$ cat src/rtl/dip_switch_debouncer_pkg.sv
`default_nettype none
// ============================================================================
// Module   : dip_switch_debouncer_pkg
// Brief    : Shared constants for the DIP-switch input-conditioning stage.
// Revision : 1.0
// ============================================================================
package dip_switch_debouncer_pkg;

    localparam logic [7:0] C_DIP_RESET_VAL           = 8'hFF;
    localparam int         C_DEFAULT_DEBOUNCE_CYCLES = 20000;
    localparam int         C_NUM_BANKS               = 8;

endpackage : dip_switch_debouncer_pkg
`default_nettype wire

$ cat src/rtl/dip_bank_debounce.sv
`default_nettype none
// ============================================================================
// Module   : dip_bank_debounce
// Brief    : One 8-bit bank: 2-flop synchronizer plus byte-granular debounce.
// Revision : 1.0
// ============================================================================
module dip_bank_debounce
    import dip_switch_debouncer_pkg::*;
#(
    parameter int DEBOUNCE_CYCLES = C_DEFAULT_DEBOUNCE_CYCLES,
    parameter int CNT_W           = 15
) (
    input  logic       clk,
    input  logic       reset,
    input  logic [7:0] raw_i,
    output logic [7:0] stable_o,
    output logic       chg_set_o
);

    localparam logic [CNT_W-1:0] C_CNT_MAX = CNT_W'(DEBOUNCE_CYCLES - 1);

    logic [7:0]       sync1_q;
    logic [7:0]       sync2_q;
    logic [7:0]       cand_q,   cand_d;
    logic [7:0]       stable_q, stable_d;
    logic [CNT_W-1:0] cnt_q,    cnt_d;
    logic             w_accept;

    always_comb begin
        cand_d   = cand_q;
        cnt_d    = cnt_q;
        stable_d = stable_q;
        w_accept = 1'b0;
        if (sync2_q == stable_q) begin
            cand_d = stable_q;
            cnt_d  = '0;
        end else if (sync2_q != cand_q) begin
            cand_d = sync2_q;
            cnt_d  = '0;
        end else if (cnt_q == C_CNT_MAX) begin
            stable_d = cand_q;
            cnt_d    = '0;
            w_accept = 1'b1;
        end else begin
            cnt_d = cnt_q + CNT_W'(1);
        end
    end

    // sync1 -> sync2 is a bare flop chain; nothing may be inserted between them.
    always_ff @(posedge clk or posedge reset) begin
        if (reset) begin
            sync1_q  <= C_DIP_RESET_VAL;
            sync2_q  <= C_DIP_RESET_VAL;
            cand_q   <= C_DIP_RESET_VAL;
            stable_q <= C_DIP_RESET_VAL;
            cnt_q    <= '0;
        end else begin
            sync1_q  <= raw_i;
            sync2_q  <= sync1_q;
            cand_q   <= cand_d;
            stable_q <= stable_d;
            cnt_q    <= cnt_d;
        end
    end

    assign stable_o  = stable_q;
    assign chg_set_o = w_accept;

endmodule : dip_bank_debounce
`default_nettype wire

$ cat src/rtl/dip_switch_debouncer.sv
`default_nettype none
// ============================================================================
// Module   : dip_switch_debouncer
// Brief    : Eight debounced DIP banks with sticky change flags and level IRQ.
// Revision : 1.0
// ============================================================================
module dip_switch_debouncer
    import dip_switch_debouncer_pkg::*;
#(
    parameter int DEBOUNCE_CYCLES = C_DEFAULT_DEBOUNCE_CYCLES,
    parameter int CNT_W           = 15
) (
    input  logic       clk,
    input  logic       reset,
    input  logic [7:0] dip_raw0,
    input  logic [7:0] dip_raw1,
    input  logic [7:0] dip_raw2,
    input  logic [7:0] dip_raw3,
    input  logic [7:0] dip_raw4,
    input  logic [7:0] dip_raw5,
    input  logic [7:0] dip_raw6,
    input  logic [7:0] dip_raw7,
    output logic [7:0] dip_switch0,
    output logic [7:0] dip_switch1,
    output logic [7:0] dip_switch2,
    output logic [7:0] dip_switch3,
    output logic [7:0] dip_switch4,
    output logic [7:0] dip_switch5,
    output logic [7:0] dip_switch6,
    output logic [7:0] dip_switch7,
    input  logic [7:0] clr_changed,
    output logic [7:0] changed,
    output logic       irq
);

    logic [7:0]             w_raw    [C_NUM_BANKS];
    logic [7:0]             w_stable [C_NUM_BANKS];
    logic [C_NUM_BANKS-1:0] w_set;
    logic [C_NUM_BANKS-1:0] changed_q, changed_d;

    assign w_raw[0] = dip_raw0;
    assign w_raw[1] = dip_raw1;
    assign w_raw[2] = dip_raw2;
    assign w_raw[3] = dip_raw3;
    assign w_raw[4] = dip_raw4;
    assign w_raw[5] = dip_raw5;
    assign w_raw[6] = dip_raw6;
    assign w_raw[7] = dip_raw7;

    generate
        for (genvar b = 0; b < C_NUM_BANKS; b++) begin : g_bank
            dip_bank_debounce #(
                .DEBOUNCE_CYCLES (DEBOUNCE_CYCLES),
                .CNT_W           (CNT_W)
            ) u_bank (
                .clk       (clk),
                .reset     (reset),
                .raw_i     (w_raw[b]),
                .stable_o  (w_stable[b]),
                .chg_set_o (w_set[b])
            );
        end
    endgenerate

    // A set arriving in the same cycle as its clear must win.
    always_comb begin
        changed_d = (changed_q & ~clr_changed) | w_set;
    end

    always_ff @(posedge clk or posedge reset) begin
        if (reset) begin
            changed_q <= '0;
        end else begin
            changed_q <= changed_d;
        end
    end

    assign dip_switch0 = w_stable[0];
    assign dip_switch1 = w_stable[1];
    assign dip_switch2 = w_stable[2];
    assign dip_switch3 = w_stable[3];
    assign dip_switch4 = w_stable[4];
    assign dip_switch5 = w_stable[5];
    assign dip_switch6 = w_stable[6];
    assign dip_switch7 = w_stable[7];
    assign changed     = changed_q;
    assign irq         = |changed_q;

endmodule : dip_switch_debouncer
`default_nettype wire

$ cat config.mk
export PLATFORM = sky130hd
export DESIGN_NAME = dip_switch_debouncer
export DESIGN_NICKNAME = d
export VERILOG_FILES = /design/src/rtl/dip_switch_debouncer_pkg.sv /design/src/rtl/dip_bank_debounce.sv /design/src/rtl/dip_switch_debouncer.sv
export SDC_FILE = /design/constraint.sdc
export NUM_CORES = 1
export LEC_CHECK = 0
export CELL_PAD_IN_SITES_DETAIL_PLACEMENT = 1
export CELL_PAD_IN_SITES_GLOBAL_PLACEMENT = 2
export CORE_ASPECT_RATIO = 0.7
export CORE_UTILIZATION = 35
export CTS_CLUSTER_DIAMETER = 150
export DETAILED_ROUTE_END_ITERATION = 10
export GPL_TIMING_DRIVEN = 0
export PLACE_DENSITY = 0.82
export REMOVE_ABC_BUFFERS = 1
export SYNTH_ARGS = -nofsm -noshare
export SYNTH_HDL_FRONTEND = slang
export SYNTH_SLANG_ARGS = --single-unit
$ cat constraint.sdc
create_clock -name clk -period 17.7 [get_ports clk]
set_clock_uncertainty 0.1 [all_clocks]
set_input_delay 3.54 -clock clk [delete_from_list [all_inputs] [get_ports clk]]
set_output_delay 3.54 -clock clk [all_outputs]
set_load 0.01 [all_outputs]
After elaboration in Yosys (flattened, before gate mapping)
Index checks and enable logic that the tools add are counted.
{"block": "totals", "inputBits": 74, "word_cells": 173, "ff_bits": 384, "out_inout_bits": 73}
{"block": "classes", "add_sub_neg": 8, "eq_ne": 24, "bitwise_logic": 19, "n_reduce_logical": 17, "n_mux": 64}
{"operator": "2-to-1 mux 15 bit", "n": 24}
{"operator": "2-to-1 mux 8 bit", "n": 16}
{"operator": "adder 15 x 1 -> 15 bit, second input constant", "n": 8}
{"operator": "== test 15 bit, second input constant", "n": 8}
{"operator": "== test 8 bit", "n": 8}
{"operator": "!= test 8 bit", "n": 8}
{"operator": "2-to-1 mux 1 bit", "n": 24}
{"operator": "AND reduction 3 bit", "n": 8}
{"operator": "NOT 1 bit", "n": 16}
{"operator": "nonzero test 2 bit", "n": 8}
{"operator": "bitwise AND 8 bit", "n": 1}
{"operator": "NOT 8 bit", "n": 1}
{"operator": "bitwise OR 8 bit", "n": 1}
{"operator": "OR reduction 8 bit", "n": 1}

Depth between registers and ports, before layout
{"block": "logic_depth", "depth_word": 5, "mapped_depth": 8, "depth_no_buf": 5}

Modules after synthesis
A second synthesis with hierarchy kept.
{"block": "hier_totals", "cells_unflattened": 1188, "area_unflattened_um2": 15836.4}
{"module": "dip_bank_debounce", "cells_per_inst": 145, "area_each_um2": 1940.6, "instances": 8}
{"module": "dip_switch_debouncer", "cells_per_inst": 28, "area_each_um2": 311.5, "instances": 1}

Worst setup path after synthesis
No wires, ideal clock.
{"block": "synth_path", "path_kind": "register -> output", "from": "reg changed_q[6] (netlist: changed[6])", "to": "out irq", "arrival_ps": 791, "path_stages_with_launch": 3, "slack_ps": 13269, "cell_sequence": "dfrtp_1 nor4_1 nand2_1"}
{"block": "synth_between", "elab_chain_len": 1}
{"element": "from (decl)", "line": "dip_switch_debouncer.sv:39", "rtl": "logic [C_NUM_BANKS-1:0] changed_q, changed_d;"}
{"element": "from (signal assigned)", "line": "dip_switch_debouncer.sv:74", "rtl": "changed_q <= changed_d;"}
{"element": "OR reduction 8 bit", "line": "dip_switch_debouncer.sv:87", "rtl": "assign irq = |changed_q;"}
{"element": "to (decl)", "line": "dip_switch_debouncer.sv:33", "rtl": "output logic irq"}
No other way between the ends.

Worst setup path after layout
Ends and elaborated chain as after synthesis.

==> impl_metrics.toml <==
[place]
portBuffers = 146
dp_cells = 1819
place_congestion = 0.7372
placed_cell_area_um2 = 17360
dp_hpwl_um = 21690
post-place-ws_ps = 12180

[global_route]
grt_overflow = 0
antenna_found_initial = 1
grt_pass1_vias = 9764
gr-usage-all-layers_pct = 14.84
grt_max_degree = 127
grt_first_pass_wirelength_um = 53340

[clock_network]
clkLatencyLatePin_ps = 540
clk_path_buf_depth = 3
ctsResizeCount = 0
clkTransAtPathRegs_ps = 60
cts_setup_buffers = 0
cts_tree = "done"
cts_sinks = 384
cts_inserted_buffers = 40
h-tree-depth = 2
cts_hold_buf = 0
cts_root_buffer = "clkbuf_16"

[synthesis]
synth_warnings = 0
synth-edff-count = 0
synth_top_area_share_pct = 43.58
synthArstFlopShare_pct = 100.0
ys_seq_area_share_pct = 64.33
synth_area_per_cell_um2 = 13.11
synthTopCellsByArea = "dfstp_2 44%, dfrtp_1 21%, xnor2_1 7.5%"
synth-seq-cells = 384
synthTopCellsByCount = "256 x dfstp_2, 132 x xnor2_1, 128 x dfrtp_1, 120 x nor3_1, 94 x xor2_1"
synth_top_flop_cell = "dfstp_2"
yosysTopAreaCell = "dfstp_2"
synthCells = 1177
synth_most_common_cell = "dfstp_2"
synth_area_um2 = 15430
ys_types = 33

[floorplanning]
start_util_pct = 35.99
die_y_um = 177.7
die_x_um = 253.0
core_um2 = 42880
io_pins = 147
placementRows = 63
die_area_um2 = 44960

[setup_path]
worst-path-max-fanout = 3
slowest_stage = "nor4_2"
r2r_setup_slack_ps = 14690
cp.arrival_ps = 2320
cp-end-kind = "primary output"
r2r-end = "g_bank[3].u_bank.stable_o[0]"
slowest_delay_ps = 750
crit_type = "register to primary output"
worstPathRequired_ps = 14060
crit_chain = "nor4_2 > nand2_1 > clkdlybuf4s50_1"
start_kind = "register"
r2r-start = "g_bank[3].u_bank.cnt_q[0]"
worstRegToRegCells = 5

[outcome]
outcome = "completed"

[sta]
max_slew_margin_pct = 10.80
finalHoldViolations = 0
max_freq_mhz = 167.7
rsz0062_at_grt = "no"
tightest_slew_ps = 1327
postLayoutSetupSlackWorst_ps = 11740
setup-tns-final_ps = 0
maxSlewViolCount = 0
finalSetupViolCount = 0
min_period_over_period_pct = 33.70
min_period_ps = 5965
whs_ps = 253.0

[finish]
multi_input_area_um2 = 5056
nets = 1359
final_util_pct = 43.46
final_layout_size_suffix_gt1_share_pct = 30.43
syn2layout_area_growth_pct = 20.74
diodes = 0
stdcell_area_um2 = 18640
layout.area.seq_um2 = 9930
fillers = 4389
finalNonFillerCells = 1893

[run]
max_cap_violations = 0

[route]
wl_met1_um = 15110
wl_per_cell_um = 17.03
drt_iter0_drc = 362
via_per_inst = 4.788
dr_total_vias = 9064
firstDrtPassIters = 4
met2_length_um = 14610
dr.max_layer_used = "met5"
wl_um = 32240
final_antenna_net_count = 0
drcViolationCount = 0
met3_length_um = 1867

[worst_hold_path]
holdPathEnd = "g_bank[4].u_bank.sync2_q[4]"
worstHoldStart = "g_bank[4].u_bank.sync1_q[4]"
hp-class = "register to register"
hold_path_depth = 0

[power_and_ir_drop]
ir_drop_mv = 0.06919
p_leak_nw = 6.962
power_density_nw_per_um2 = 96.76
power.total_mw = 1.803
## registers in the layout (all words and copies together), names as in the netlist
name                    flops
g_bank.u_bank.stable_o     64
g_bank.u_bank.sync2_q      64
g_bank.u_bank.cnt_q       120
g_bank.u_bank.cand_q       64
changed                     8
g_bank.u_bank.sync1_q      64
## kinds of logic after synthesis
logic type | share of synthesized area (%)
flops | 64.33
simple gates | 12.73
compound gates | 1.848
fa+ha+maj | 0.6485
xor+xnor | 12.82
buf+inv | 2.951
mux | 4.669
## critical path: cells and delay by family, from the launching register on
kind	cells	cell delay (ps)
buf+inv	1	510
simple gates	2	870
flops	1	400
## cell type report
| cell class | count | area share (%) |
|---|---|---|
| clock inverter | 17 | 0.5505 |
| multi-input combinational | 676 | 27.13 |
| tap | 585 | 3.927 |
| clock buffer | 56 | 6.244 |
| inverter | 25 | 0.5438 |
| timing repair buffer | 150 | 8.325 |
| sequential | 384 | 53.28 |
## power breakdown
group          internal, mW  switching [mW]
Clock                 0.461           0.348
Combinational        0.0280          0.0298
Sequential            0.920          0.0167
Total                  1.41           0.394
## layer usage
metal	vias up	track usage [%]
li1	4248	-
met1	4628	20.71
met2	134	23.02
met3	52	3.813
met4	2	3.586
met5	-	0
## placed cells by master (no fill, tap or decap), types with 4 or more instances in the layout
cell / n
nand3_1: 31
ha_1: 8
or4b_1: 5
a21o_1: 8
nor2_1: 24
clkbuf_1: 8
clkinv_2: 14
inv_1: 24
nor4_1: 40
xor2_1: 94
o211ai_1: 8
nand2_1: 32
xnor2_1: 132
a211oi_1: 6
clkbuf_8: 6
nor3_1: 120
clkbuf_16: 42
nor3b_1: 9
dfrtp_1: 128
dfstp_2: 256
nor4_4: 4
o2111a_1: 8
clkdlybuf4s50_1: 146
and4_1: 12
mux2_2: 64
o21ai_0: 6
or3_1: 11
nand4_1: 42
## worst max-delay path by stage
stage	to	from	cells past startpoint	slack, ps
after floorplan	changed[0]	reset	1	3810
after detailed placement	irq	changed[6]	3	12180
after global routing	irq	changed[6]	3	11530
after global placement	g_bank[0].u_bank.cnt_q[13]	reset	2	-830
final	irq	changed[6]	3	11740
after CTS	irq	changed[6]	3	11580
Power figures use the tool's default switching activity.
